`config.mk`:
```
export PLATFORM = sky130hd
export DESIGN_NAME = conn_link_rx
export DESIGN_NICKNAME = d
export VERILOG_FILES = /design/src/rtl/link_pkg.sv /design/src/rtl/link_byte_fifo.sv /design/src/rtl/conn_link_rx.sv
export SDC_FILE = /design/constraint.sdc
export NUM_CORES = 1
export LEC_CHECK = 0
export BUFFER_PORTS_ARGS = -buffer_cell sky130_fd_sc_hd__buf_2
export CELL_PAD_IN_SITES_DETAIL_PLACEMENT = 0
export CELL_PAD_IN_SITES_GLOBAL_PLACEMENT = 1
export CORE_ASPECT_RATIO = 0.5
export CORE_UTILIZATION = 30
export CTS_BUF_LIST = sky130_fd_sc_hd__clkbuf_8 sky130_fd_sc_hd__clkbuf_16
export CTS_CLUSTER_DIAMETER = 30
export DETAILED_ROUTE_END_ITERATION = 8
export PLACE_DENSITY_LB_ADDON = 0.1
export RECOVER_POWER = 100
export REMOVE_ABC_BUFFERS = 1
export SLEW_MARGIN = 20
export SYNTH_ARGS = -nofsm -noshare
export SYNTH_HDL_FRONTEND = slang
export SYNTH_HIERARCHICAL = 1
export SYNTH_SLANG_ARGS = --single-unit
```
`constraint.sdc`:
```
create_clock -name OSC_40 -period 2 [get_ports OSC_40]
set_input_delay 0.2 -clock OSC_40 [delete_from_list [all_inputs] [get_ports OSC_40]]
set_output_delay 0.2 -clock OSC_40 [all_outputs]
set_load 0.05 [all_outputs]
```
`src/rtl/link_pkg.sv`:
```
// Constants and state type shared by the tile-to-tile serial link endpoints.
// Intended for reuse by the transmit side as well as the receiver.
package link_pkg;

   localparam int unsigned LINK_IDLE_CYCLES = 64;
   localparam int unsigned LINK_MAX_FRAME   = 1024;
   localparam int unsigned LINK_FIFO_DEPTH  = 4;

   typedef enum logic [1:0] {
      StIdle  = 2'd0,
      StShift = 2'd1,
      StGap   = 2'd2
   } link_rx_state_e;

endpackage

```
`src/rtl/link_byte_fifo.sv`:
```
// Show-ahead FIFO for received link bytes ({sof, data}).
// The head entry is visible on data_o whenever empty_o is low.
module link_byte_fifo #(
   parameter int unsigned Depth = 4,
   parameter int unsigned Width = 9
) (
   input  logic             clk_i,
   input  logic             rst_i,
   input  logic             push_i,
   input  logic [Width-1:0] data_i,
   input  logic             pop_i,
   output logic [Width-1:0] data_o,
   output logic             full_o,
   output logic             empty_o
);

   localparam int unsigned AW = $clog2(Depth);
   localparam logic [AW:0] PtrOne = 1;

   logic [AW:0]      wr_ptr_q, wr_ptr_d;
   logic [AW:0]      rd_ptr_q, rd_ptr_d;
   logic [Width-1:0] mem_q [Depth];
   logic [Width-1:0] mem_d [Depth];
   logic             push_en;
   logic             pop_en;

   always_comb begin
      empty_o  = (wr_ptr_q == rd_ptr_q);
      full_o   = (wr_ptr_q[AW] != rd_ptr_q[AW]) && (wr_ptr_q[AW-1:0] == rd_ptr_q[AW-1:0]);
      pop_en   = pop_i & ~empty_o;
      // A pop in the same cycle frees the slot, so a push into a full FIFO still lands.
      push_en  = push_i & (~full_o | pop_en);
      wr_ptr_d = wr_ptr_q;
      rd_ptr_d = rd_ptr_q;
      mem_d    = mem_q;
      if (push_en) begin
         mem_d[wr_ptr_q[AW-1:0]] = data_i;
         wr_ptr_d                = wr_ptr_q + PtrOne;
      end
      if (pop_en) begin
         rd_ptr_d = rd_ptr_q + PtrOne;
      end
      data_o = mem_q[rd_ptr_q[AW-1:0]];
   end

   always_ff @(posedge clk_i) begin
      if (rst_i) begin
         wr_ptr_q <= '0;
         rd_ptr_q <= '0;
      end else begin
         wr_ptr_q <= wr_ptr_d;
         rd_ptr_q <= rd_ptr_d;
      end
   end

   always_ff @(posedge clk_i) begin
      mem_q <= mem_d;
   end

endmodule

```
`src/rtl/conn_link_rx.sv`:
```
// Receive end of the tile-to-tile serial link: synchronises LINK_CLK/LINK_DAT, shifts bytes
// MSB first, delimits frames by idle gaps and hands bytes to the frame-buffer writer.
module conn_link_rx
   import link_pkg::*;
#(
   parameter int unsigned IDLE_CYCLES = LINK_IDLE_CYCLES,
   parameter int unsigned FIFO_DEPTH  = LINK_FIFO_DEPTH,
   parameter int unsigned MAX_FRAME   = LINK_MAX_FRAME
) (
   input  logic        OSC_40,
   input  logic        RESET,
   input  logic        LINK_CLK,
   input  logic        LINK_DAT,
   output logic [7:0]  RX_DATA,
   output logic        RX_SOF,
   output logic        RX_VALID,
   input  logic        RX_READY,
   output logic        RX_EOF,
   output logic [10:0] FRAME_LEN,
   output logic        ERR_FRAME,
   output logic        ERR_OVF
);

   localparam int unsigned   IdleW    = $clog2(IDLE_CYCLES + 1);
   localparam logic [IdleW-1:0] IdleMax  = IdleW'(IDLE_CYCLES);
   localparam logic [IdleW-1:0] IdleLast = IdleW'(IDLE_CYCLES - 1);
   localparam logic [10:0]   MaxFrame = 11'(MAX_FRAME);

   logic             clk_meta_q, clk_s_q, clk_d_q;
   logic             dat_meta_q, dat_s_q;
   logic             rise;

   link_rx_state_e   state_q, state_d;
   logic [7:0]       shreg_q, shreg_d;
   logic [7:0]       shift_val;
   logic [2:0]       bitcnt_q, bitcnt_d;
   logic [10:0]      bytecnt_q, bytecnt_d;
   logic             sof_pend_q, sof_pend_d;
   logic [IdleW-1:0] idle_q, idle_d;
   logic             push_q, push_d;
   logic             push_ok_q, push_ok_d;
   logic [8:0]       push_data_q, push_data_d;
   logic             eof_q, eof_d;
   logic             ferr_q, ferr_d;
   logic             ovf_q, ovf_d;
   logic [10:0]      frame_len_q, frame_len_d;

   logic             fifo_wr, fifo_pop, fifo_full, fifo_empty;
   logic [8:0]       fifo_head;

   assign rise      = clk_s_q & ~clk_d_q;
   assign shift_val = {shreg_q[6:0], dat_s_q};
   assign fifo_pop  = ~fifo_empty & RX_READY;
   assign fifo_wr   = push_q & push_ok_q & (~fifo_full | fifo_pop);

   always_comb begin
      state_d     = state_q;
      shreg_d     = shreg_q;
      bitcnt_d    = bitcnt_q;
      bytecnt_d   = bytecnt_q;
      sof_pend_d  = sof_pend_q;
      idle_d      = idle_q;
      push_d      = 1'b0;
      push_ok_d   = push_ok_q;
      push_data_d = push_data_q;
      eof_d       = 1'b0;
      ferr_d      = 1'b0;
      ovf_d       = push_q & ~fifo_wr;
      frame_len_d = frame_len_q;

      unique case (state_q)
         StShift: begin
            if (rise) begin
               shreg_d  = shift_val;
               bitcnt_d = bitcnt_q + 3'd1;
               idle_d   = '0;
               if (bitcnt_q == 3'd7) begin
                  push_d      = 1'b1;
                  push_data_d = {sof_pend_q, shift_val};
                  push_ok_d   = (bytecnt_q < MaxFrame);
                  sof_pend_d  = 1'b0;
                  if (bytecnt_q != MaxFrame) bytecnt_d = bytecnt_q + 11'd1;
               end
            end else begin
               if (idle_q != IdleMax) idle_d = idle_q + 1'b1;
               if (idle_q >= IdleLast) state_d = StGap;
            end
         end
         StGap: begin
            if (bytecnt_q != 11'd0) begin
               eof_d       = 1'b1;
               frame_len_d = bytecnt_q;
            end
            ferr_d  = (bitcnt_q != 3'd0);
            state_d = StIdle;
         end
         default: state_d = StIdle;
      endcase

      // A rise seen in IDLE, or in the single GAP cycle, opens a new frame with that bit.
      if (rise && state_q != StShift) begin
         state_d    = StShift;
         shreg_d    = {7'd0, dat_s_q};
         bitcnt_d   = 3'd1;
         bytecnt_d  = 11'd0;
         sof_pend_d = 1'b1;
         idle_d     = '0;
      end
   end

   always_ff @(posedge OSC_40) begin
      if (RESET) begin
         clk_meta_q  <= 1'b0;
         clk_s_q     <= 1'b0;
         clk_d_q     <= 1'b0;
         dat_meta_q  <= 1'b0;
         dat_s_q     <= 1'b0;
         state_q     <= StIdle;
         shreg_q     <= '0;
         bitcnt_q    <= '0;
         bytecnt_q   <= '0;
         sof_pend_q  <= 1'b0;
         idle_q      <= IdleMax;
         push_q      <= 1'b0;
         push_ok_q   <= 1'b0;
         push_data_q <= '0;
         eof_q       <= 1'b0;
         ferr_q      <= 1'b0;
         ovf_q       <= 1'b0;
         frame_len_q <= '0;
      end else begin
         clk_meta_q  <= LINK_CLK;
         clk_s_q     <= clk_meta_q;
         clk_d_q     <= clk_s_q;
         dat_meta_q  <= LINK_DAT;
         dat_s_q     <= dat_meta_q;
         state_q     <= state_d;
         shreg_q     <= shreg_d;
         bitcnt_q    <= bitcnt_d;
         bytecnt_q   <= bytecnt_d;
         sof_pend_q  <= sof_pend_d;
         idle_q      <= idle_d;
         push_q      <= push_d;
         push_ok_q   <= push_ok_d;
         push_data_q <= push_data_d;
         eof_q       <= eof_d;
         ferr_q      <= ferr_d;
         ovf_q       <= ovf_d;
         frame_len_q <= frame_len_d;
      end
   end

   link_byte_fifo #(
      .Depth (FIFO_DEPTH),
      .Width (9)
   ) u_fifo (
      .clk_i   (OSC_40),
      .rst_i   (RESET),
      .push_i  (fifo_wr),
      .data_i  (push_data_q),
      .pop_i   (fifo_pop),
      .data_o  (fifo_head),
      .full_o  (fifo_full),
      .empty_o (fifo_empty)
   );

   // Head storage is not reset, so gate it to keep outputs at zero while empty.
   assign RX_VALID  = ~fifo_empty;
   assign RX_DATA   = fifo_empty ? 8'd0 : fifo_head[7:0];
   assign RX_SOF    = ~fifo_empty & fifo_head[8];
   assign RX_EOF    = eof_q;
   assign ERR_FRAME = ferr_q;
   assign ERR_OVF   = ovf_q;
   assign FRAME_LEN = frame_len_q;

endmodule

```
-- Word-level counts from Yosys, hierarchy flattened
Index checks and enable logic that the tools add are counted.
- bitwise gates (word level): 19
- equality and inequality tests: 11
- add/subtract/negate cells: 5
- magnitude comparators: 5
- reduce and logical (&&, ||, !) cells: 24
- multiplexer cells: 27
- operators with widths (kind ; count):
    bitwise mux 36 bit ; 1
    two-way mux 7 bit ; 4
    two-way mux 9 bit ; 3
    binary-select mux 9 bit (select 2 bit) ; 1
    demux 9 bit (select 2 bit) ; 1
    two-way mux 1 bit ; 16
    AND reduction 2 bit ; 7
    adder 11 x 1 -> 11 bit, second input constant ; 1
    < comparator 11 bit, second input constant ; 1
    inequality test 11 bit, second input constant ; 1
    nonzero test 11 bit ; 1
    adder 3 x 1 -> 3 bit, second input constant ; 3
    AND 1 bit ; 8
    two-way mux 8 bit ; 1
    nonzero test 2 bit ; 4
    adder 7 x 1 -> 7 bit, second input constant ; 1
    greater-or-equal comparator 7 x 6 -> 1 bit, second input constant ; 1
    inequality test 7 bit, second input constant ; 1
    inverter 1 bit ; 7
    greater-or-equal comparator 3 bit, second input constant ; 2
    inequality test 3 bit, second input constant ; 2
    inverter 2 -> 3 bit ; 2
    AND reduction 3 bit ; 2
    nonzero test 3 bit ; 2
    13 further kinds ; 18
- word-level logic and storage cells: 119
- output and inout bits: 24
- bits of input ports: 5
- flip-flop bits (word level): 103

-- Logic depth before layout (Yosys ltp)
- depth in word-level cells: 7
- gate-level depth with buffers: 9
- depth with buffers taken out: 9

-- By module
The synthesis kept the hierarchy.
- by module, submodules not included (module ; cells each ; times used ; area an instance (sq um) ; seq. area each (sq um)):
    conn_link_rx ; 295 ; 1 ; 2597.5 ; 1221.2
    link_byte_fifo ; 99 ; 1 ; 1784.2 ; 1201.2

-- Worst setup path after synthesis
OpenSTA, ideal clock, no wires.
- path kind: register to register
- start point: register u_fifo.rd_ptr_q[0]
- end point: register u_fifo/mem_q[10] (netlist name) (enable)
- setup time: 0.337 ns
- stages on the path, launching flop included: 10
- path slack: -0.136 ns
- clock period less this slack: 2.136 ns
- arrival time: 1.799 ns
- required time: 1.663 ns
- path buffers: 0
- path through: dfxtp_1 > xnor2_2 > nand2_1 > nor2_1 > nor2b_1 > o21a_1 > and2_1 > inv_1 > a41oi_2 > and2_1
- longest elaborated chain between the ends: 6
- elaborated cells between the ends (all ways): 11
- classes of those cells: eq/ne: 2; bitwise: 8; reduce/logical: 1
- RTL lines (item ; line ; RTL):
    start, declared ; link_byte_fifo.sv:21 ; logic [AW:0] rd_ptr_q, rd_ptr_d;
    start signal, assigned ; link_byte_fifo.sv:52 ; rd_ptr_q <= rd_ptr_d;
    equality test 3 bit ; link_byte_fifo.sv:28 ; empty_o = (wr_ptr_q == rd_ptr_q);
    net fifo_empty ; conn_link_rx.sv:48 ; logic fifo_wr, fifo_pop, fifo_full, fifo_empty;
    inverter 1 bit ; conn_link_rx.sv:53 ; assign fifo_pop = ~fifo_empty & RX_READY;
    AND 1 bit ; conn_link_rx.sv:53 ;
    net fifo_pop ; conn_link_rx.sv:48 ;
    OR 1 bit ; conn_link_rx.sv:54 ; assign fifo_wr = push_q & push_ok_q & (~fifo_full | fifo_pop);
    AND 1 bit ; conn_link_rx.sv:54 ;
    net fifo_wr ; conn_link_rx.sv:48 ;
    AND 1 bit ; link_byte_fifo.sv:32 ; push_en = push_i & (~full_o | pop_en);
    end signal, assigned ; link_byte_fifo.sv:57 ; mem_q <= mem_d;
    end, declared ; link_byte_fifo.sv:22 ; logic [Width-1:0] mem_q [Depth];
The timed path passes the listed nets, and every way through them passes these cells.
A chain may end at the register's enable or synchronous reset.

-- Final worst setup path
- start point: register u_fifo.rd_ptr_q[0]
- end point: register u_fifo/mem_q[18] (netlist name) (enable)
The elaborated chain is that of the path after synthesis.

==> metrics <==
status complete, no violations; most frequent cells after synthesis dfxtp_1 (67), nand2_1 (42), edfxtp_1 (36), nor2_1 (36), a21oi_1 (25); DR pass1 iterations 4; post-route non-filler standard cell count 648; final setup vio count 0; Worst Path Required 2.06 ns; Worst VDD drop 0.358 mV; Post-route DRC 0; CP Cell Sequence xnor2_4, nand2_2, nor2_4, nor2b_2, o21a_1, and2_4, inv_2, a41oi_4, and2_4, buf_6; fin util 38.0%; root buf cell clkbuf_16; Synth Area per Inst 11.1 um2; DP Wirelength 6520 um; drt total wl 9020 um; worst rel slew slack 32.0%; WL met3 242 um; crit path kind reg -> reg; Synth top area share 30.6%; asr flop ratio synth 0%; Final Max Slew Viols 0; RSZ-0062 raised after global routing yes; DRT antenna net count 0; cell mode on critical path and2_4; I/O Pins 29; clock latency on the worst-skew pair 0.34 ns; min Tclk post-route 1.95 ns; CP Max Fanout 5; cell depth of the worst flop-to-flop path 10; Cell variety after synth 57; hold depth 2; Hold Startpoint LINK_CLK; via count 2943; DIE AREA 15100 um2; Cell Pwr Density 781 nW/um2; max layer used met4; post-synthesis cell area 4380 um2; launching element type of the critical path flop; count leader, synth dfxtp_1; vias in the first global route 2791; Final Hold Viols 0; Via-to-Cell Ratio 4.54; DR iter-0 viols 77; Sink Count 103; r2r endpoint u_fifo/mem_q[18]; cts bufs inserted 9; core area 13900 um2; wl on met1 4870 um; layout cells sized above 1 22.1%; Hold Crit Endpoint clk_meta_q; Seq/Total Area, Yosys 55.3%; crit path DAT 2.01 ns; # diodes 0; GR Util All Layers 12.4%; Syn Inst Count 394; nets@finish 468; Max Clock Freq 0.513 GHz; pre-CTS setup slack -0.00260 ns; Post-synth top flop dfxtp_1; post-route worst setup slack 0.0492 ns; WHS 0.0631 ns; global-route wire length before repair 14400 um; Layout area overhead 20.4%; die height 87.5 um; CTS clock-pin slew for the worst setup and hold paths 0.07 ns; synth warn 6; Slowest Stage Delay on Critical Path 0.37 ns; H-tree levels 3; Crit-path slowest cell dfxtp_4; largest net degree at the start of global routing 34; total grt overflow 0; Die Wd 173 um; Worst Tran Pin Value 1.02 ns; initial antenna violation count 0; Starting Density 31.5%; routed len/inst 13.9 um; Std-Cell Rows 30; Worst setup EP type flop; Post-synth EDFFs 36; Yosys reg bits 103; share of the clock period used by the worst path 97.5%; max-cap viol count 0; dominant cells by area after synthesis dfxtp_1 (31%), edfxtp_1 (25%), mux4_2 (4.6%); Hold Path Class in -> reg; Worst R2R Setup Slack 0.05 ns; met2 WL 3830 um; Clock Skew 0.00647 ns; TritonCTS clock tree built; GPL Wtd Cong 0.754; Reg-to-Reg Start u_fifo/rd_ptr_q[0]; TNS Setup 0 ns; CTS max path bufs 2; P_leak 0.00179 uW; cell count after placement 628; largest area contributor in the netlist dfxtp_1; port bufs 28
-- how the worst max path moves through the flow --
stage / from / to / cells past startpoint
2_1_floorplan: u_fifo/rd_ptr_q[0] / u_fifo/mem_q[10] / 9
3_3_place_gp: u_fifo/rd_ptr_q[0] / u_fifo/mem_q[28] / 10
3_5_place_dp: u_fifo/rd_ptr_q[2] / u_fifo/mem_q[34] / 10
4_1_cts: u_fifo/rd_ptr_q[0] / u_fifo/mem_q[28] / 10
5_1_grt: u_fifo/rd_ptr_q[0] / u_fifo/mem_q[18] / 10
6_report: u_fifo/rd_ptr_q[0] / u_fifo/mem_q[18] / 10
-- flip-flops by register name, indices dropped and copies added (netlist names), 3 cells and up --
signal	cells
bitcnt_q	3
FRAME_LEN	11
u_fifo/wr_ptr_q	3
u_fifo/mem_q	36
bytecnt_q	11
push_data_q	9
idle_q	7
shreg_q	7
u_fifo/rd_ptr_q	3
-- cell usage in the layout (no fill, tap or decap), drive strengths merged, types with 4 or more instances in the layout --
master  netlist  layout
a21oi        25      25
a41oi         4       4
and2          4       4
buf          12      49
clkbuf        8      26
dfxtp        67      67
edfxtp       36      36
ha           12      12
inv          18      23
mux2i        13      13
mux4          9       9
nand2        42      42
nand2b       10      10
nand3         9       9
nor2         37      37
nor2b        22      22
nor3          9       9
nor4          4       4
xnor2        10      10
-- metrics by stage --
step	instance area (um2)	total power, uW
2_1_floorplan	4270	2360
3_3_place_gp	4910	2450
3_5_place_dp	4910	2450
4_1_cts	5270	4180
5_1_grt	5280	4280
6_report	5280	4120
-- routing by layer --
metal | global-route usage (%) | vias up
li1 | - | 1496
met4 | 4.02 | 0
met3 | 3.10 | 7
met1 | 17.0 | 1408
met5 | 0 | -
met2 | 19.1 | 32
-- cell families after synthesis --
family          count (synthesis)  share of synthesized area, %
simple gates                  155                          18.4
xor+xnor                       12                          2.91
flops                         103                          55.3
buf+inv                        38                          4.17
compound gates                 49                          7.34
mux                            25                          8.45
fa+ha+maj                      12                          3.43
-- critical path: cells and delay by family (launching register included) --
| family | cells | cell delay [ns] |
|---|---|---|
| AOI/OAI and AO/OA | 2 | 0.37 |
| xor gates and xnor gates | 1 | 0.14 |
| buffers and inverters | 2 | 0.15 |
| and+or+nand+nor | 5 | 0.63 |
| DFF | 1 | 0.37 |
-- repair_timing --
item | in CTS | in global routing
hold buffers | 0 | 0
pin swaps | 7 | 7
setup endpoints to repair | 35 | 37
gates resized for setup | 15 | 9
setup buffers | 3 | 2
-- cell type report --
class	instances	area, um2
flip-flops and latches	103	2430
clock inverters	7	63.8
repair buffers	66	425
clock buffers	9	225
inverters	18	67.6
well taps	192	240
multi-input cells	253	1820
fillers	1422	8610
-- power breakdown --
group / internal [uW] / switching (uW) / total, uW
clock network: 876 / 842 / 1720
registers: 2160 / 9.22 / 2170
logic: 77.2 / 157 / 235
Power figures use the tool's default switching activity.
